## src/rtl/pixel_writeback_pkg.sv

```systemverilog
// Shared definitions for the pixel write-back slice.
// Holds the FSM state encoding, the memory plane-select constants, the
// address/colour/depth widths, the queued pixel record layout and the
// framebuffer address helper used by pixel_writeback.
package pixel_writeback_pkg;

  localparam int ADDR_W  = 19;
  localparam int COLOR_W = 16;
  localparam int DEPTH_W = 2;
  localparam int COORD_W = 16;
  localparam int ENTRY_W = 2 * COORD_W + DEPTH_W + COLOR_W;

  localparam logic PLANE_COLOR = 1'b0;
  localparam logic PLANE_DEPTH = 1'b1;

  typedef enum logic [2:0] {
    ST_IDLE,
    ST_POP,
    ST_DEPTH_RD,
    ST_COLOR_WR,
    ST_DEPTH_WR,
    ST_DONE
  } wb_state_t;

  // Queue entry layout: {x, y, depth, color}, 50 bits.
  typedef struct packed {
    logic [COORD_W-1:0] x;
    logic [COORD_W-1:0] y;
    logic [DEPTH_W-1:0] depth;
    logic [COLOR_W-1:0] color;
  } pixel_t;

  // Linear framebuffer address y*width + x, truncated to the 19-bit bus.
  function automatic logic [ADDR_W-1:0] pixel_addr(input logic [COORD_W-1:0] x,
                                                   input logic [COORD_W-1:0] y,
                                                   input int unsigned width);
    return ADDR_W'(y) * ADDR_W'(width) + ADDR_W'(x);
  endfunction

endpackage

```

## src/rtl/pixel_writeback_fifo.sv

```systemverilog
// pixel_fifo: circular pixel queue in front of the write-back FSM.
// Ports:
//   clock, in_reset_n      - clock, synchronous active-low reset
//   in_push, in_data       - enqueue request and entry (ignored when full)
//   in_pop                 - dequeue request (ignored when empty)
//   out_data               - head entry (valid while not empty)
//   out_full, out_empty    - occupancy flags, derived from registered count
// FIFO_DEPTH must be a power of two so the pointers wrap for free.
module pixel_fifo #(
  parameter int unsigned FIFO_DEPTH = 4,
  parameter int unsigned ENTRY_W    = 50
) (
  input  logic               clock,
  input  logic               in_reset_n,
  input  logic               in_push,
  input  logic [ENTRY_W-1:0] in_data,
  input  logic               in_pop,
  output logic [ENTRY_W-1:0] out_data,
  output logic               out_full,
  output logic               out_empty
);

  localparam int PTR_W = $clog2(FIFO_DEPTH);

  logic [ENTRY_W-1:0] entries [FIFO_DEPTH];
  logic [PTR_W-1:0]   wr_ptr;
  logic [PTR_W-1:0]   rd_ptr;
  logic [PTR_W:0]     count;
  logic               push_ok;
  logic               pop_ok;

  assign out_full  = (count == (PTR_W + 1)'(FIFO_DEPTH));
  assign out_empty = (count == '0);
  assign push_ok   = in_push && !out_full;
  assign pop_ok    = in_pop && !out_empty;
  assign out_data  = entries[rd_ptr];

  always_ff @(posedge clock) begin
    if (!in_reset_n) begin
      wr_ptr <= '0;
      rd_ptr <= '0;
      count  <= '0;
    end else begin
      if (push_ok) wr_ptr <= wr_ptr + 1'b1;
      if (pop_ok)  rd_ptr <= rd_ptr + 1'b1;
      count <= count + {{PTR_W{1'b0}}, push_ok} - {{PTR_W{1'b0}}, pop_ok};
    end
  end

  // Storage carries no reset; the pointers define what is valid.
  always_ff @(posedge clock) begin
    if (push_ok) entries[wr_ptr] <= in_data;
  end

endmodule

```

## src/rtl/pixel_writeback.sv

```systemverilog
// pixel_writeback: drains rasterizer pixels from a small queue into the
// framebuffer over a req/ack memory port, optionally depth-testing first.
// Optional feature macro: PIXEL_WRITEBACK_DEPTH_TEST_EN
//   defined   -> depth read, compare, colour write, depth write per pixel
//   undefined -> colour write only; out_mem_sel stays 0, in_mem_rdata unused
// Ports:
//   clock, in_reset_n            - clock, synchronous active-low reset
//   in_sig_write_pixel, in_pixel_x/_y/_depth/_color - pixel strobe and data
//   in_sig_rasterize_done        - end-of-triangle pulse (latched sticky)
//   out_sig_stall                - queue full, upstream must hold its pixel
//   out_mem_req/_we/_sel/_addr/_wdata, in_mem_ack, in_mem_rdata - memory port
//   out_sig_frame_done           - single-cycle completion pulse
//   out_pixels_written           - committed colour writes (wraps)
module pixel_writeback
  import pixel_writeback_pkg::*;
#(
  parameter int unsigned FIFO_DEPTH = 4,
  parameter int unsigned FB_WIDTH   = 640,
  parameter int unsigned FB_HEIGHT  = 480
) (
  input  logic        clock,
  input  logic        in_reset_n,
  input  logic        in_sig_write_pixel,
  input  logic [15:0] in_pixel_x,
  input  logic [15:0] in_pixel_y,
  input  logic [1:0]  in_pixel_depth,
  input  logic [15:0] in_pixel_color,
  input  logic        in_sig_rasterize_done,
  output logic        out_sig_stall,
  output logic        out_mem_req,
  output logic        out_mem_we,
  output logic        out_mem_sel,
  output logic [18:0] out_mem_addr,
  output logic [15:0] out_mem_wdata,
  input  logic        in_mem_ack,
  input  logic [15:0] in_mem_rdata,
  output logic        out_sig_frame_done,
  output logic [15:0] out_pixels_written
);

  wb_state_t          state;
  wb_state_t          state_next;
  pixel_t             head;
  logic [ENTRY_W-1:0] head_raw;
  logic               fifo_full;
  logic               fifo_empty;
  logic               push;
  logic               pop;
  logic               in_range;
  logic               ack_seen;
  logic               done_pending;
  logic [COLOR_W-1:0] work_color;
  logic               issue;
  logic               issue_we;
  logic               issue_sel;
  logic [COLOR_W-1:0] issue_wdata;

  pixel_fifo #(
    .FIFO_DEPTH (FIFO_DEPTH),
    .ENTRY_W    (ENTRY_W)
  ) u_fifo (
    .clock      (clock),
    .in_reset_n (in_reset_n),
    .in_push    (in_sig_write_pixel),
    .in_data    ({in_pixel_x, in_pixel_y, in_pixel_depth, in_pixel_color}),
    .in_pop     (pop),
    .out_data   (head_raw),
    .out_full   (fifo_full),
    .out_empty  (fifo_empty)
  );

  assign head          = head_raw;
  assign push          = in_sig_write_pixel && !fifo_full;
  assign out_sig_stall = fifo_full;
  assign in_range      = (32'(head.x) < FB_WIDTH) && (32'(head.y) < FB_HEIGHT);
  // An ack only counts while a request is outstanding.
  assign ack_seen      = out_mem_req && in_mem_ack;
  assign out_sig_frame_done = (state == ST_DONE);

`ifdef PIXEL_WRITEBACK_DEPTH_TEST_EN
  logic [DEPTH_W-1:0]         work_depth;
  logic                       depth_pass;
  logic [COLOR_W-DEPTH_W-1:0] unused_rdata_hi;
  // Smaller depth is nearer; equal depth still wins.
  assign depth_pass      = (work_depth <= in_mem_rdata[DEPTH_W-1:0]);
  assign unused_rdata_hi = in_mem_rdata[COLOR_W-1:DEPTH_W];
`else
  logic [COLOR_W-1:0] unused_rdata;
  logic [DEPTH_W-1:0] unused_depth;
  assign unused_rdata = in_mem_rdata;
  assign unused_depth = head.depth;
`endif

  always_comb begin
    state_next  = state;
    pop         = 1'b0;
    issue       = 1'b0;
    issue_we    = 1'b0;
    issue_sel   = PLANE_COLOR;
    issue_wdata = '0;
    case (state)
      ST_IDLE: begin
        if (!fifo_empty) begin
          state_next = ST_POP;
        end else if (done_pending && !push) begin
          state_next = ST_DONE;
        end
      end
      ST_POP: begin
        pop = 1'b1;
        if (!in_range) begin
          state_next = ST_IDLE;
        end else begin
          // First request goes out on this edge to keep push->req at 3 cycles.
          issue = 1'b1;
`ifdef PIXEL_WRITEBACK_DEPTH_TEST_EN
          state_next = ST_DEPTH_RD;
          issue_sel  = PLANE_DEPTH;
`else
          state_next  = ST_COLOR_WR;
          issue_we    = 1'b1;
          issue_wdata = head.color;
`endif
        end
      end
`ifdef PIXEL_WRITEBACK_DEPTH_TEST_EN
      ST_DEPTH_RD: begin
        if (ack_seen) state_next = depth_pass ? ST_COLOR_WR : ST_IDLE;
      end
      ST_DEPTH_WR: begin
        if (ack_seen) begin
          state_next = ST_IDLE;
        end else if (!out_mem_req) begin
          issue       = 1'b1;
          issue_we    = 1'b1;
          issue_sel   = PLANE_DEPTH;
          issue_wdata = {{(COLOR_W - DEPTH_W){1'b0}}, work_depth};
        end
      end
`endif
      ST_COLOR_WR: begin
        if (ack_seen) begin
`ifdef PIXEL_WRITEBACK_DEPTH_TEST_EN
          state_next = ST_DEPTH_WR;
`else
          state_next = ST_IDLE;
`endif
        end else if (!out_mem_req) begin
          // Entered after a completed read: req spent one cycle low.
          issue       = 1'b1;
          issue_we    = 1'b1;
          issue_wdata = work_color;
        end
      end
      ST_DONE: state_next = ST_IDLE;
      default: state_next = ST_IDLE;
    endcase
  end

  always_ff @(posedge clock) begin
    if (!in_reset_n) begin
      state <= ST_IDLE;
    end else begin
      state <= state_next;
    end
  end

  always_ff @(posedge clock) begin
    if (!in_reset_n) begin
      done_pending       <= 1'b0;
      out_pixels_written <= '0;
      out_mem_req        <= 1'b0;
      out_mem_we         <= 1'b0;
      out_mem_sel        <= PLANE_COLOR;
      out_mem_addr       <= '0;
      out_mem_wdata      <= '0;
    end else begin
      // A done pulse landing in DONE itself belongs to the next frame.
      if (state == ST_DONE) begin
        done_pending <= in_sig_rasterize_done;
      end else if (in_sig_rasterize_done) begin
        done_pending <= 1'b1;
      end

      if (ack_seen) begin
        out_mem_req <= 1'b0;
      end else if (issue) begin
        out_mem_req   <= 1'b1;
        out_mem_we    <= issue_we;
        out_mem_sel   <= issue_sel;
        out_mem_wdata <= issue_wdata;
        if (state == ST_POP) out_mem_addr <= pixel_addr(head.x, head.y, FB_WIDTH);
      end

      if (ack_seen && (state == ST_COLOR_WR)) begin
        out_pixels_written <= out_pixels_written + 16'd1;
      end
    end
  end

  // Working copy of the popped pixel, held for the later write phases.
  always_ff @(posedge clock) begin
    if (state == ST_POP) begin
      work_color <= head.color;
`ifdef PIXEL_WRITEBACK_DEPTH_TEST_EN
      work_depth <= head.depth;
`endif
    end
  end

endmodule

```

## config.mk

```make
export PLATFORM = sky130hd
export DESIGN_NAME = pixel_writeback
export DESIGN_NICKNAME = d
export VERILOG_FILES = /design/src/rtl/pixel_writeback_pkg.sv /design/src/rtl/pixel_writeback_fifo.sv /design/src/rtl/pixel_writeback.sv
export SDC_FILE = /design/constraint.sdc
export NUM_CORES = 1
export LEC_CHECK = 0
export CAP_MARGIN = 20
export CORE_ASPECT_RATIO = 1.75
export CORE_UTILIZATION = 53
export CTS_CLUSTER_SIZE = 10
export DETAILED_ROUTE_END_ITERATION = 10
export PLACE_DENSITY = 0.79
export SETUP_SLACK_MARGIN = 0.02
export SLEW_MARGIN = 25
export SYNTH_ARGS = -nofsm -noshare
export SYNTH_HDL_FRONTEND = slang
export SYNTH_SLANG_ARGS = --single-unit
export TNS_END_PERCENT = 100
```

## constraint.sdc

```tcl
create_clock -name clock -period 7.3 [get_ports clock]
set_input_delay 0.73 -clock clock [delete_from_list [all_inputs] [get_ports clock]]
set_output_delay 0.73 -clock clock [all_outputs]
set_load 0.1 [all_outputs]
```

# Word-level counts from Yosys, hierarchy flattened
# Memories as Yosys holds them, arrays and structs flattened. A register that Yosys moved wholly into a read port is not among the register bits.
# Cells that the tools add are included.
# W data, S select, Z words.
dict set report totals {
  memories 1
  wordCells 65
  ramBits 200
  reg_bits 80
  in_bits 71
}
dict set report op_classes {
  addsub 6
  n_mux 20
  reduce_logical 16
  n_lt_le_gt_ge 2
  eq_ne 6
  multipliers 1
  bitwise_logic 2
}
# memory words word_bits rd rd_clocked_by_memory_dff wr line
set mem_list {}
lappend mem_list {u_fifo.entries 4 50 1 1 1 pixel_writeback_fifo.sv:25} ;# logic [ENTRY_W-1:0] entries [FIFO_DEPTH];
# cell n
set op_table {}
lappend op_table {{$mux W16} 2}
lappend op_table {{$pmux W16 S2} 1}
lappend op_table {{$add A19 B16 Y19} 1}
lappend op_table {{$add A16 B1 Y16 const B} 1}
lappend op_table {{$lt A16 B10 Y1 const B} 1}
lappend op_table {{$lt A16 B9 Y1 const B} 1}
lappend op_table {{$mul A16 B3 Y12 const B} 1}
lappend op_table {{$mux W3} 3}
lappend op_table {{$pmux W3 S3} 1}
lappend op_table {{$mux W1} 8}
lappend op_table {{$eq A3 B3 Y1 const B} 2}
lappend op_table {{$logic_and A1 B1 Y1} 6}
lappend op_table {{$logic_not A3 Y1} 2}
lappend op_table {{$mux W2} 3}
lappend op_table {{$add A2 B1 Y2 const B} 2}
lappend op_table {{$pmux W1 S2} 2}
lappend op_table {{$reduce_and A2 Y1} 2}
lappend op_table {{$add A3 B1 Y3} 1}
lappend op_table {{$eq A3 B1 Y1 const B} 1}
lappend op_table {{$eq A3 B2 Y1 const B} 1}
lappend op_table {{$logic_not A1 Y1} 3}
lappend op_table {{$ne A3 B3 Y1 const B} 1}
lappend op_table {{$reduce_and A3 Y1} 1}
lappend op_table {{$sub A3 B1 Y3} 1}
lappend op_table {{4 further kinds} 5}

# Depth between registers and ports, before layout
# Gate-level depths: netlist of the first run.
dict set report depth {
  ltp_word 8
  depth_mapped 19
}

# Modules after synthesis
# From an unflattened synthesis of the first run, not the netlist that was laid out.
dict set report hier_totals {
  cells_unflattened 708
  hier_area_um2 11652.4
}
# mod seq_area_each_um2 instances area_each_um2 cells_per_inst
set modules_own_cells {}
lappend modules_own_cells {pixel_fifo 6185.9 1 7757.4 313}
lappend modules_own_cells {pixel_writeback 1621.6 1 3895.0 395}

# Least setup slack after synthesis of the first run
# OpenSTA, ideal clock, no wires.
dict set report synth_timing {
  path_type {reg2reg}
  start {register with a tool-made name}
  end {register out_mem_addr[17]}
  period_less_slack_ns 4.585
  path_buffers 3
  setup_ns 0.116
  arrival_ns 4.468
  stages_incl_launch_ff 18
  path_slack_ns 2.715
  cell_sequence {dfxtp_1 -> buf_2 -> buf_2 -> buf_1 -> mux4_2 -> ha_1 -> ha_1 -> inv_1 -> fa_1 -> inv_1 -> ha_1 -> o21a_1 -> o31ai_1 -> a21oi_1 -> or4_1 -> o2111ai_1 -> xnor2_1 -> o211a_1}
}
# item line
set synth_lines {}
lappend synth_lines {{end signal: assignment} pixel_writeback.sv:192} ;# if (state == ST_POP) out_mem_addr <= pixel_addr(head.x, head.y, FB_WIDTH);
lappend synth_lines {{end: declaration} pixel_writeback.sv:33} ;# output logic [18:0] out_mem_addr,

==> impl_metrics.prom, run 1 <==
# TYPE chip_impl_metric gauge
chip_impl_metric{name="power.switching_fraction",unit="%"} 30.8
chip_impl_metric{name="initial_core_util",unit="%"} 53.9
chip_impl_metric{name="yosysUniqueCellTypes",unit=""} 49
chip_impl_metric{name="final.setup_skew",unit="ps"} 11.9
chip_impl_metric{name="post_synth_inst_count",unit=""} 685
chip_impl_metric{name="final.hold.worst_slack",unit="ps"} 450
chip_impl_info{name="setup_repair_after_global_routing_missed_its_margin",value="no"} 1
chip_impl_metric{name="areaGrowthSynthToFinish",unit="%"} 20.3
chip_impl_info{name="run_status",value="finished clean"} 1
chip_impl_metric{name="io_buffer_count",unit=""} 107
chip_impl_metric{name="ios",unit=""} 127
chip_impl_info{name="chain_of_cells_forming_the_critical_path",value="mux4_2 > ha_1 > ha_1 > a21oi_1 > inv_1 > a21oi_1 > xnor2_1 > ha_1 > o21ai_0 > a21oi_1 > or4_1 > o2111ai_1 > xnor2_1 > o211a_1"} 1
chip_impl_info{name="tritoncts",value="built"} 1
chip_impl_metric{name="drt.antenna.violating_nets",unit=""} 0
chip_impl_metric{name="slew_headroom",unit="%"} 31.6
chip_impl_info{name="crit_path_start_kind",value="flip-flop"} 1
chip_impl_metric{name="layout-drive-gt1-share",unit="%"} 11.7
chip_impl_metric{name="routed-via-count",unit=""} 6309
chip_impl_info{name="endpoint_type_of_the_worst_setup_path",value="flip-flop"} 1
chip_impl_metric{name="avgSynthCellArea",unit="um^2"} 16.0
chip_impl_metric{name="drt-pass1-iter-count",unit=""} 5
chip_impl_info{name="synth.largest_area_cell",value="edfxtp_1"} 1
chip_impl_info{name="postSynth.topFlopCell",value="edfxtp_1"} 1
chip_impl_metric{name="data_required_time_at_the_worst_endpoint",unit="ps"} 7720
chip_impl_metric{name="first_global_vias",unit=""} 6660
chip_impl_metric{name="final_critical_path_share_of_the_clock_period",unit="%"} 61.6
chip_impl_metric{name="final_core_util",unit="%"} 64.8
chip_impl_metric{name="maxCapViolCount",unit=""} 0
chip_impl_metric{name="die_height",unit="um"} 192
chip_impl_metric{name="cp_data_arrival_time",unit="ps"} 4920
chip_impl_metric{name="p_sw",unit="mW"} 1.49
chip_impl_metric{name="reg2reg_slack",unit="ps"} 2800
chip_impl_metric{name="synth.yosys.seq_area_share",unit="%"} 69.2
chip_impl_info{name="launch_instance_of_the_worst_min_delay_path",value="out_mem_addr[2]$_SDFFE_PN0P_"} 1
chip_impl_metric{name="global_route_wire_length_before_repair",unit="um"} 33800
chip_impl_metric{name="finalSetupTns",unit="ps"} 0
chip_impl_metric{name="ff2ff_path_depth",unit=""} 14
chip_impl_info{name="synth_top_area_cells",value="edfxtp_1 57%, dfxtp_1 12%, mux4_2 9.1%"} 1
chip_impl_metric{name="tightest_slew",unit="ps"} 1020
chip_impl_metric{name="post-dp-hpwl",unit="um"} 14200
chip_impl_metric{name="asyncSetResetFlopFracSynth",unit="%"} 0
chip_impl_info{name="criticalPathCategory",value="reg -> reg"} 1
chip_impl_info{name="worst_r2r_endpoint",value="out_mem_addr[17]$_SDFFE_PN0P_"} 1
chip_impl_metric{name="design.core.area",unit="mm^2"} 0.0203
chip_impl_metric{name="cts_num_sinks",unit=""} 274
chip_impl_metric{name="synth_top_cell_area_share",unit="%"} 57.2
chip_impl_metric{name="gp_congestion",unit=""} 0.814
chip_impl_metric{name="power.ir.vdd_worst",unit="V"} 0.000277
chip_impl_metric{name="hold_depth",unit=""} 2
chip_impl_metric{name="avgViaCountPerCell",unit=""} 5.84
chip_impl_metric{name="final.min_clock_period",unit="ps"} 4500
chip_impl_metric{name="power_frac_seq",unit="%"} 41.0
chip_impl_info{name="hold_path_end",value="out_mem_addr[2]$_SDFFE_PN0P_"} 1
chip_impl_metric{name="finish.net_count",unit=""} 917
chip_impl_metric{name="setup_viol",unit=""} 0
chip_impl_metric{name="die-area",unit="mm^2"} 0.0212
chip_impl_metric{name="die_width",unit="um"} 111
chip_impl_metric{name="cp_max_fo",unit=""} 48
chip_impl_info{name="min_path_type",value="reg -> reg"} 1
chip_impl_metric{name="ys_ff_latch",unit=""} 274
chip_impl_info{name="clock_tree.root_cell",value="clkbuf_16"} 1
chip_impl_metric{name="ctsHoldBuffers",unit=""} 0
chip_impl_metric{name="p_comb_share",unit="%"} 31.4
chip_impl_metric{name="maximum_cell_stage_delay_along_the_critical_path",unit="ps"} 970
chip_impl_metric{name="cts_resized",unit=""} 0
chip_impl_metric{name="overflow",unit=""} 0
chip_impl_metric{name="final_max_slew_viol_count",unit=""} 0
chip_impl_metric{name="tritoncts.num_buffers",unit=""} 31
chip_impl_info{name="crit_path_top_delay_cell",value="dfxtp_4"} 1
chip_impl_metric{name="final_hold_viol_count",unit=""} 0
chip_impl_info{name="final_common_cell",value="edfxtp_1"} 1
chip_impl_metric{name="insertion_delay",unit="ps"} 530
chip_impl_metric{name="share_clk_of_total_power",unit="%"} 27.6
chip_impl_metric{name="grt_usage",unit="%"} 20.5
chip_impl_metric{name="initial_antenna_violation_count",unit=""} 1
chip_impl_metric{name="drt-total-wl",unit="um"} 21700
chip_impl_metric{name="reg_clk_slew_reported_paths",unit="ps"} 60
chip_impl_metric{name="floorplan.rows",unit=""} 69
chip_impl_metric{name="synth.yosys.warnings",unit=""} 0
chip_impl_metric{name="setup_repair_bufs_after_cts",unit=""} 0
chip_impl_metric{name="timing.fmax",unit="GHz"} 0.222
chip_impl_metric{name="total_power_divided_by_cell_area",unit="mW/mm^2"} 368
chip_impl_metric{name="power_leakage",unit="nW"} 4.31
chip_impl_metric{name="number_of_enable_type_register_cells_in_the_synthesized_netlist",unit=""} 208
chip_impl_metric{name="internal_power",unit="mW"} 3.35
chip_impl_metric{name="drt_drc",unit=""} 0
chip_impl_metric{name="detail_route.wl_per_cell",unit="um"} 20.1
chip_impl_metric{name="cts-root-to-sink-buffers",unit=""} 3
chip_impl_metric{name="grt_start_max_net_pins",unit=""} 49
chip_impl_metric{name="dr.first_iter.drc_count",unit=""} 314
chip_impl_metric{name="syn-cell-area",unit="mm^2"} 0.0109
chip_impl_info{name="layout_common_cells",value="208 x edfxtp_1, 107 x clkdlybuf4s50_1, 64 x dfxtp_1"} 1
chip_impl_metric{name="synth.net_count",unit=""} 793
chip_impl_metric{name="clock_tree.htree_level_count",unit=""} 1
[area by class of cell]
cell class                      count  area [um^2]
Antenna cell                        1         2.50
Clock buffer                       55          866
Clock inverter                      1         8.76
Fill cell                        1378         7140
Inverter                           21         78.8
Multi-Input combinational cell    366         3180
Sequential cell                   274         7570
Tap cell                          248          310
Timing Repair Buffer              115         1130
[cells by family after synthesis]
kind of cell,count (synthesis),share of synthesized area (%)
flops,274,69.2
simple gates,146,6.51
compound gates,109,6.58
mux,46,9.25
buf+inv,45,1.76
fa+ha+maj,37,4.44
xor+xnor,27,2.16
other cells,1,0.0343
[state kept, by name (all words and copies together) (netlist names), named ones only]
name / count
u_fifo.entries: 192
out_mem_addr: 19
out_mem_wdata: 16
out_pixels_written: 16
work_color: 16
state: 3
u_fifo.count: 3
u_fifo.rd_ptr: 2
u_fifo.wr_ptr: 2
done_pending: 1
out_mem_req: 1
out_mem_we: 1
[metrics by stage]
stage,std cells,setup WS [ps],power [mW],cell area (um^2)
2_1_floorplan,685,2720,3.14,10900
3_3_place_gp,1023,2870,3.43,12300
3_5_place_dp,1023,2770,3.51,12300
4_1_cts,1079,2760,4.86,13100
5_1_grt,1081,2570,5.10,13200
6_report,1081,2800,4.84,13200
[how the worst max path moves through the flow]
stage               from                       endpoint  slack [ps]  depth (start not counted)
3_3_place_gp   flip-flop  out_mem_addr[17]$_SDFFE_PN0P_        2870                         14
5_1_grt        flip-flop  out_mem_addr[17]$_SDFFE_PN0P_        2570                         14
4_1_cts        flip-flop  out_mem_addr[17]$_SDFFE_PN0P_        2760                         14
3_5_place_dp   flip-flop  out_mem_addr[17]$_SDFFE_PN0P_        2770                         14
2_1_floorplan  flip-flop  out_mem_addr[17]$_SDFFE_PN0P_        2720                         17
6_report       flip-flop  out_mem_addr[17]$_SDFFE_PN0P_        2800                         14
[synthesized netlist by cell type (4+ instances only)]
| library cell | number |
|---|---|
| and2_1 | 8 |
| nor2_1 | 41 |
| o2bb2ai_1 | 16 |
| buf_2 | 4 |
| inv_1 | 20 |
| or3_1 | 8 |
| xnor2_1 | 18 |
| edfxtp_1 | 208 |
| nand2_1 | 43 |
| o21a_1 | 8 |
| a21oi_1 | 33 |
| clkbuf_1 | 13 |
| nand4_1 | 4 |
| nand3_1 | 12 |
| xor2_1 | 9 |
| o21ai_0 | 17 |
| nor4_1 | 5 |
| ha_1 | 34 |
| dfxtp_1 | 66 |
| a211oi_1 | 6 |
| a22oi_1 | 16 |
| mux4_2 | 44 |
| nor3_1 | 7 |
[critical path: cells and delay by family, from the launching register on]
family | cells | cell delay (ps)
AO/OA/AOI/OAI | 6 | 1020
XOR/XNOR | 2 | 300
adder cells (fa/ha/maj) | 3 | 910
buffers and inverters | 1 | 80
flip-flops | 1 | 970
multiplexers | 1 | 650
AND/OR/NAND/NOR | 1 | 450
[power by group through the flow]
stage          Sequential, mW  Combinational, mW  Clock [mW]
2_1_floorplan            1.94               1.20           0
3_3_place_gp             2.00               1.42           0
3_5_place_dp             2.02               1.50           0
4_1_cts                  1.99               1.51        1.35
5_1_grt                  2.01               1.67        1.41
6_report                 1.99               1.52        1.34
[per-layer routing]
metal	GRT usage (%)	vias to the layer above	wire, um
li1	-	2897	-
met1	22.1	3131	7770
met2	39.6	238	12200
met3	3.03	43	1150
met4	8.21	0	579
met5	0	-	0
Note: power is estimated with default switching activity, not from simulation.
==> run 2: changes to the inputs <==
Clock period 7.3 ns to 4.32 ns, I/O delays scaled along.
==> impl_metrics.prom, run 2 (synthesized netlist as in run 1, its figures left out) <==
# TYPE chip_impl_metric gauge
chip_impl_metric{name="drt_drc",unit=""} 0
chip_impl_metric{name="io_buffer_count",unit=""} 107
chip_impl_metric{name="grt_usage",unit="%"} 21.5
chip_impl_metric{name="timing.fmax",unit="GHz"} 0.252
chip_impl_metric{name="overflow",unit=""} 0
chip_impl_metric{name="global_route_met2_usage",unit="%"} 42.1
chip_impl_metric{name="finish.net_count",unit=""} 926
chip_impl_metric{name="drt-total-wl",unit="um"} 23000
chip_impl_metric{name="maximum_cell_stage_delay_along_the_critical_path",unit="ps"} 570
chip_impl_metric{name="clock_tree.htree_level_count",unit=""} 1
chip_impl_metric{name="layout-drive-gt1-share",unit="%"} 12.7
chip_impl_info{name="final_common_cell",value="edfxtp_1"} 1
chip_impl_metric{name="finalSetupTns",unit="ps"} 0
chip_impl_metric{name="post-dp-hpwl",unit="um"} 15200
chip_impl_metric{name="avgViaCountPerCell",unit=""} 5.86
chip_impl_metric{name="die-area",unit="mm^2"} 0.0212
chip_impl_info{name="endpoint_type_of_the_worst_setup_path",value="flip-flop"} 1
chip_impl_info{name="setup.worst_path.end",value="out_mem_addr[17]$_SDFFE_PN0P_"} 1
chip_impl_metric{name="power_leakage",unit="nW"} 4.36
chip_impl_metric{name="final.min_clock_period",unit="ps"} 3970
chip_impl_metric{name="area.sequential",unit="mm^2"} 0.00757
chip_impl_metric{name="die_width",unit="um"} 111
chip_impl_metric{name="power.ir.vdd_worst",unit="V"} 0.000396
chip_impl_metric{name="cts_num_sinks",unit=""} 274
chip_impl_metric{name="gp_congestion",unit=""} 0.821
chip_impl_metric{name="final_core_util",unit="%"} 65.2
chip_impl_info{name="worst_r2r_endpoint",value="out_mem_addr[17]$_SDFFE_PN0P_"} 1
chip_impl_metric{name="grt_util_met1",unit="%"} 22.4
chip_impl_metric{name="largest_reg_flops",unit=""} 192
chip_impl_info{name="min_path_type",value="reg -> reg"} 1
chip_impl_metric{name="fillerInstances",unit=""} 1380
chip_impl_metric{name="worst_slack",unit="ps"} 354
chip_impl_metric{name="tritoncts.num_buffers",unit=""} 31
chip_impl_metric{name="cts-root-to-sink-buffers",unit=""} 3
chip_impl_metric{name="dr.first_iter.drc_count",unit=""} 380
chip_impl_info{name="regMostFlops",value="u_fifo.entries"} 1
chip_impl_metric{name="tightest_slew",unit="ps"} 990
chip_impl_metric{name="ff2ff_path_depth",unit=""} 14
chip_impl_metric{name="reg_clk_slew_reported_paths",unit="ps"} 60
chip_impl_metric{name="multi_input_comb_area",unit="mm^2"} 0.00318
chip_impl_metric{name="routed-via-count",unit=""} 6383
chip_impl_metric{name="floorplan.rows",unit=""} 69
chip_impl_metric{name="grt_start_max_net_pins",unit=""} 45
chip_impl_metric{name="final_critical_path_share_of_the_clock_period",unit="%"} 91.8
chip_impl_metric{name="final_max_slew_viol_count",unit=""} 0
chip_impl_metric{name="ios",unit=""} 127
chip_impl_metric{name="final_hold_viol_count",unit=""} 0
chip_impl_metric{name="die_height",unit="um"} 192
chip_impl_metric{name="dp_cells",unit=""} 1032
chip_impl_metric{name="design.core.area",unit="mm^2"} 0.0203
chip_impl_info{name="run_status",value="finished clean"} 1
chip_impl_metric{name="drt-pass1-iter-count",unit=""} 5
chip_impl_info{name="criticalPathCategory",value="reg -> reg"} 1
chip_impl_metric{name="areaGrowthSynthToFinish",unit="%"} 21.1
chip_impl_metric{name="initial_antenna_violation_count",unit=""} 1
chip_impl_metric{name="slew_headroom",unit="%"} 33.8
chip_impl_metric{name="final.setup_skew",unit="ps"} 19.5
chip_impl_info{name="setup_repair_after_global_routing_missed_its_margin",value="no"} 1
chip_impl_metric{name="post_layout_nonfiller_instances",unit=""} 1090
chip_impl_info{name="tritoncts",value="built"} 1
chip_impl_info{name="grt.busiest_layer",value="met2"} 1
chip_impl_metric{name="data_required_time_at_the_worst_endpoint",unit="ps"} 4760
chip_impl_metric{name="total_power_divided_by_cell_area",unit="mW/mm^2"} 624
chip_impl_metric{name="grtUsageMet3",unit="%"} 2.97
chip_impl_info{name="crit_path_start_kind",value="flip-flop"} 1
chip_impl_metric{name="placement.setup.worst_slack",unit="ps"} 270
chip_impl_metric{name="reg2reg_slack",unit="ps"} 350
chip_impl_info{name="reg.largest.list",value="u_fifo.entries (192), out_mem_addr (19)"} 1
chip_impl_metric{name="cp_data_arrival_time",unit="ps"} 4410
chip_impl_info{name="layout_common_cells",value="208 x edfxtp_1, 107 x clkdlybuf4s50_1, 64 x dfxtp_1"} 1
chip_impl_info{name="clock_tree.root_cell",value="clkbuf_16"} 1
chip_impl_info{name="chain_of_cells_forming_the_critical_path",value="mux4_2 > ha_1 > ha_1 > a21oi_1 > inv_1 > a21oi_1 > xnor2_1 > ha_1 > o21ai_0 > a21oi_1 > or4_1 > o2111ai_1 > xnor2_1 > o211a_1"} 1
chip_impl_metric{name="cp_max_fo",unit=""} 12
chip_impl_metric{name="drt.antenna.violating_nets",unit=""} 0
chip_impl_metric{name="insertion_delay",unit="ps"} 560
chip_impl_metric{name="detail_route.wl_per_cell",unit="um"} 21.1
chip_impl_metric{name="global_route_wire_length_before_repair",unit="um"} 35300
chip_impl_metric{name="first_global_vias",unit=""} 6742
chip_impl_metric{name="initial_core_util",unit="%"} 53.9
chip_impl_metric{name="setup_viol",unit=""} 0
chip_impl_metric{name="maxCapViolCount",unit=""} 0
chip_impl_info{name="crit_path_top_delay_cell",value="mux4_2"} 1
[run 2: cell count changes in the layout (fill, tap and decap cells not counted)]
cell        before  now
clkinv_4         1    0
clkbuf_1        24   23
buf_8            0    1
inv_6            0    1
buf_4            8   16
clkinvlp_4       0    1
[run 2: critical path: cells and delay by family (launching register included)]
kind	cells	cell delay, ps
buffers and inverters	1	70
flip-flops	1	490
multiplexers	1	570
AND/OR/NAND/NOR	1	440
adder cells (fa/ha/maj)	3	940
AO/OA/AOI/OAI	6	1050
XOR/XNOR	2	290
[run 2: worst min path at each step]
| stage | start | end | slack (ps) | cells past startpoint |
|---|---|---|---|---|
| floorplan | done_pending$_SDFFE_PN0P_ | state[2]$_SDFFE_PN0P_ | 430 | 2 |
| CTS | in_sig_rasterize_done | done_pending$_SDFFE_PN0P_ | 450 | 3 |
| global placement | out_mem_addr[14]$_SDFFE_PN0P_ | out_mem_addr[14]$_SDFFE_PN0P_ | 440 | 2 |
| detailed placement | out_mem_addr[11]$_SDFFE_PN0P_ | out_mem_addr[11]$_SDFFE_PN0P_ | 450 | 2 |
| finish | out_mem_addr[11]$_SDFFE_PN0P_ | out_mem_addr[11]$_SDFFE_PN0P_ | 450 | 2 |
| global route | in_sig_rasterize_done | done_pending$_SDFFE_PN0P_ | 480 | 3 |
[run 2: repair_timing]
action | 4_1_cts | 5_1_grt
resized for setup | 0 | 0
hold buffers | 0 | 0
buffers inserted | 0 | 1
setup endpoints to repair | 0 | 2
[run 2: area by class of cell]
| cell class | count | area share (%) |
|---|---|---|
| clock buffer | 54 | 6.52 |
| inverter | 21 | 0.596 |
| multi-input combinational | 366 | 24.0 |
| antenna | 1 | 0.0189 |
| timing repair buffer | 124 | 9.12 |
| tap | 248 | 2.35 |
| sequential | 274 | 57.2 |
| clock inverter | 2 | 0.123 |
[run 2: per-stage QoR]
| stage | hold WS, ps | power, mW | cell area [um^2] |
|---|---|---|---|
| final | 448 | 8.25 | 13200 |
| after global routing | 476 | 8.66 | 13200 |
| after CTS | 448 | 8.25 | 13200 |
| after detailed placement | 448 | 5.95 | 12300 |
| after global placement | 443 | 5.80 | 12300 |
| after floorplan | 432 | 5.32 | 10900 |
[run 2: layer usage]
layer,part of all wire (%),vias to the layer above
met5,0,-
met3,4.0,52
li1,-,2928
met1,35,3213
met2,57,190
met4,3.3,0
[run 2: power breakdown]
part / internal (mW) / switching [mW]
clock: 1.33 / 0.949
sequential: 3.17 / 0.116
combinational: 1.19 / 1.50
==> run 3: changes to the inputs <==
--- a/config.mk
+++ b/config.mk
@@ -9,5 +9,5 @@
 export CORE_ASPECT_RATIO = 1.75
 export CORE_UTILIZATION = 53
-export CTS_CLUSTER_SIZE = 10
+export CTS_CLUSTER_SIZE = 24
 export DETAILED_ROUTE_END_ITERATION = 10
 export PLACE_DENSITY = 0.79
==> constraint.sdc (replaced) <==
create_clock -name clock -period 4.32 [get_ports clock]
set_input_delay 1.08 -clock clock [delete_from_list [all_inputs] [get_ports clock]]
set_output_delay 1.08 -clock clock [all_outputs]
set_load 0.1 [all_outputs]
==> impl_metrics.prom, run 3 (synthesized netlist as in run 1, its figures left out) <==
# TYPE chip_impl_metric gauge
chip_impl_info{name="run_status",value="finished clean"} 1
chip_impl_info{name="final_common_cell",value="edfxtp_1"} 1
chip_impl_info{name="crit_path_start_kind",value="flip-flop"} 1
chip_impl_metric{name="final_core_util",unit="%"} 65.2
chip_impl_metric{name="cp_max_fo",unit=""} 17
chip_impl_metric{name="slew_headroom",unit="%"} 33.3
chip_impl_info{name="chain_of_cells_forming_the_critical_path",value="mux4_2 > ha_1 > ha_1 > inv_1 > fa_1 > inv_1 > ha_1 > o21a_1 > o31ai_1 > a21oi_1 > or4_1 > o2111ai_1 > xnor2_1 > o211a_1"} 1
chip_impl_metric{name="timing.fmax",unit="GHz"} 0.249
chip_impl_metric{name="tightest_slew",unit="ps"} 998
chip_impl_info{name="endpoint_type_of_the_worst_setup_path",value="flip-flop"} 1
chip_impl_metric{name="die_width",unit="um"} 111
chip_impl_metric{name="post_layout_nonfiller_instances",unit=""} 1077
chip_impl_metric{name="final_critical_path_share_of_the_clock_period",unit="%"} 93.0
chip_impl_metric{name="drt.antenna.violating_nets",unit=""} 0
chip_impl_metric{name="overflow",unit=""} 0
chip_impl_metric{name="setup_repair_bufs_after_cts",unit=""} 0
chip_impl_metric{name="avgViaCountPerCell",unit=""} 5.88
chip_impl_metric{name="cts-root-to-sink-buffers",unit=""} 3
chip_impl_metric{name="final_max_slew_viol_count",unit=""} 0
chip_impl_info{name="regMostFlops",value="u_fifo.entries"} 1
chip_impl_metric{name="data_required_time_at_the_worst_endpoint",unit="ps"} 4730
chip_impl_metric{name="final.setup_skew",unit="ps"} 14.6
chip_impl_metric{name="areaGrowthSynthToFinish",unit="%"} 21.0
chip_impl_metric{name="first_global_vias",unit=""} 6797
chip_impl_metric{name="die-area",unit="mm^2"} 0.0212
chip_impl_info{name="hold_path_end",value="out_mem_addr[13]$_SDFFE_PN0P_"} 1
chip_impl_metric{name="floorplan.rows",unit=""} 69
chip_impl_metric{name="totalPowerFinal",unit="mW"} 8.16
chip_impl_metric{name="cts_resized",unit=""} 0
chip_impl_metric{name="maximum_cell_stage_delay_along_the_critical_path",unit="ps"} 580
chip_impl_metric{name="total_power_divided_by_cell_area",unit="mW/mm^2"} 617
chip_impl_metric{name="gp_congestion",unit=""} 0.819
chip_impl_metric{name="final.min_clock_period",unit="ps"} 4020
chip_impl_metric{name="power_leakage",unit="nW"} 4.36
chip_impl_metric{name="design.core.area",unit="mm^2"} 0.0203
chip_impl_metric{name="drt_drc",unit=""} 0
chip_impl_info{name="criticalPathCategory",value="reg -> reg"} 1
chip_impl_info{name="min_path_type",value="reg -> reg"} 1
chip_impl_metric{name="reg_clk_slew_reported_paths",unit="ps"} 60
chip_impl_metric{name="ctsHoldBuffers",unit=""} 0
chip_impl_metric{name="detail_route.wl_per_cell",unit="um"} 20.7
chip_impl_metric{name="dr.first_iter.drc_count",unit=""} 413
chip_impl_metric{name="drt-total-wl",unit="um"} 22300
chip_impl_metric{name="routed-via-count",unit=""} 6336
chip_impl_metric{name="ios",unit=""} 127
chip_impl_metric{name="insertion_delay",unit="ps"} 520
chip_impl_metric{name="dp_cells",unit=""} 1033
chip_impl_info{name="layout_common_cells",value="208 x edfxtp_1, 107 x clkdlybuf4s50_1, 64 x dfxtp_1"} 1
chip_impl_info{name="setup_repair_after_global_routing_missed_its_margin",value="no"} 1
chip_impl_metric{name="maxCapViolCount",unit=""} 0
chip_impl_metric{name="initial_antenna_violation_count",unit=""} 1
chip_impl_metric{name="post-dp-hpwl",unit="um"} 15400
chip_impl_metric{name="finish.net_count",unit=""} 919
chip_impl_metric{name="clock_tree.htree_level_count",unit=""} 1
chip_impl_metric{name="grt_usage",unit="%"} 20.9
chip_impl_info{name="crit_path_top_delay_cell",value="mux4_2"} 1
chip_impl_metric{name="drt-pass1-iter-count",unit=""} 5
chip_impl_info{name="launch_instance_of_the_worst_min_delay_path",value="out_mem_addr[13]$_SDFFE_PN0P_"} 1
chip_impl_metric{name="largest_reg_flops",unit=""} 192
chip_impl_metric{name="global_route_wire_length_before_repair",unit="um"} 34500
chip_impl_info{name="tritoncts",value="built"} 1
chip_impl_metric{name="tritoncts.num_buffers",unit=""} 24
chip_impl_metric{name="cts_num_sinks",unit=""} 274
chip_impl_metric{name="cp_data_arrival_time",unit="ps"} 4430
chip_impl_metric{name="setup_viol",unit=""} 0
chip_impl_metric{name="die_height",unit="um"} 192
chip_impl_metric{name="finalSetupTns",unit="ps"} 0
chip_impl_info{name="reg.largest.list",value="u_fifo.entries (192), out_mem_addr (19)"} 1
chip_impl_metric{name="final.hold.worst_slack",unit="ps"} 453
chip_impl_metric{name="power.ir.vdd_worst",unit="V"} 0.000520
chip_impl_metric{name="layout-drive-gt1-share",unit="%"} 13.4
chip_impl_metric{name="hold_depth",unit=""} 2
chip_impl_info{name="critical_path.most_common_cell",value="ha_1"} 1
chip_impl_metric{name="initial_core_util",unit="%"} 53.9
chip_impl_metric{name="final_hold_viol_count",unit=""} 0
chip_impl_metric{name="grt_start_max_net_pins",unit=""} 45
chip_impl_metric{name="reg2reg_slack",unit="ps"} 300
chip_impl_metric{name="io_buffer_count",unit=""} 107
chip_impl_info{name="worst_r2r_endpoint",value="out_mem_addr[17]$_SDFFE_PN0P_"} 1
chip_impl_info{name="clock_tree.root_cell",value="clkbuf_16"} 1
chip_impl_metric{name="ff2ff_path_depth",unit=""} 14
==> run 3: cell types whose count changed in the layout (fill, tap and decap cells not counted), sizes merged <==
cell      before  now
clkinv         0   10
bufinv         0    3
clkinvlp       1    0
clkbuf        54   29
==> run 3: layout make-up <==
type	instances	area, um^2
sequential	274	7570
fill	1386	7070
multi-input combinational	366	3180
timing repair buffer	124	1260
clock buffer	29	641
tap	248	310
clock inverter	14	173
inverter	21	78.8
antenna	1	2.50
==> run 3: critical path, delay by kind of cell (launching register included) <==
family	cells	cell delay (ps)
mux	1	580
xor+xnor	1	160
flops	1	520
buf+inv	2	100
compound gates	5	820
fa+ha+maj	4	1260
simple gates	1	460
==> run 3: per-stage QoR <==
step	setup WS [ps]	area, um^2
floorplan	32.2	10900
global route	152	13200
finish	303	13200
CTS	348	13200
detailed placement	399	12400
global placement	477	12400
==> run 3: how the worst max path moves through the flow <==
stage                     startpoint                       endpoint  slack, ps
after floorplan            flip-flop  out_mem_addr[17]$_SDFFE_PN0P_         30
after global placement     flip-flop  out_mem_addr[17]$_SDFFE_PN0P_        480
after detailed placement   flip-flop  out_mem_addr[17]$_SDFFE_PN0P_        400
after CTS                  flip-flop  out_mem_addr[17]$_SDFFE_PN0P_        350
after global routing       flip-flop  out_mem_addr[17]$_SDFFE_PN0P_        150
final                      flip-flop  out_mem_addr[17]$_SDFFE_PN0P_        300
==> run 3: layer usage <==
| layer | vias to the layer above | routed length (um) | track usage (%) |
|---|---|---|---|
| li1 | 2889 | - | - |
| met1 | 3212 | 7920 | 21.4 |
| met2 | 196 | 12800 | 41.6 |
| met3 | 39 | 903 | 2.62 |
| met4 | 0 | 626 | 9.13 |
| met5 | - | 0 | 0 |
==> run 3: power by group <==
part           switching, mW  total [mW]  internal (mW)
combinational           1.50        2.69           1.20
clock                  0.930        2.18           1.25
sequential             0.124        3.29           3.16
total                   2.55        8.16           5.61
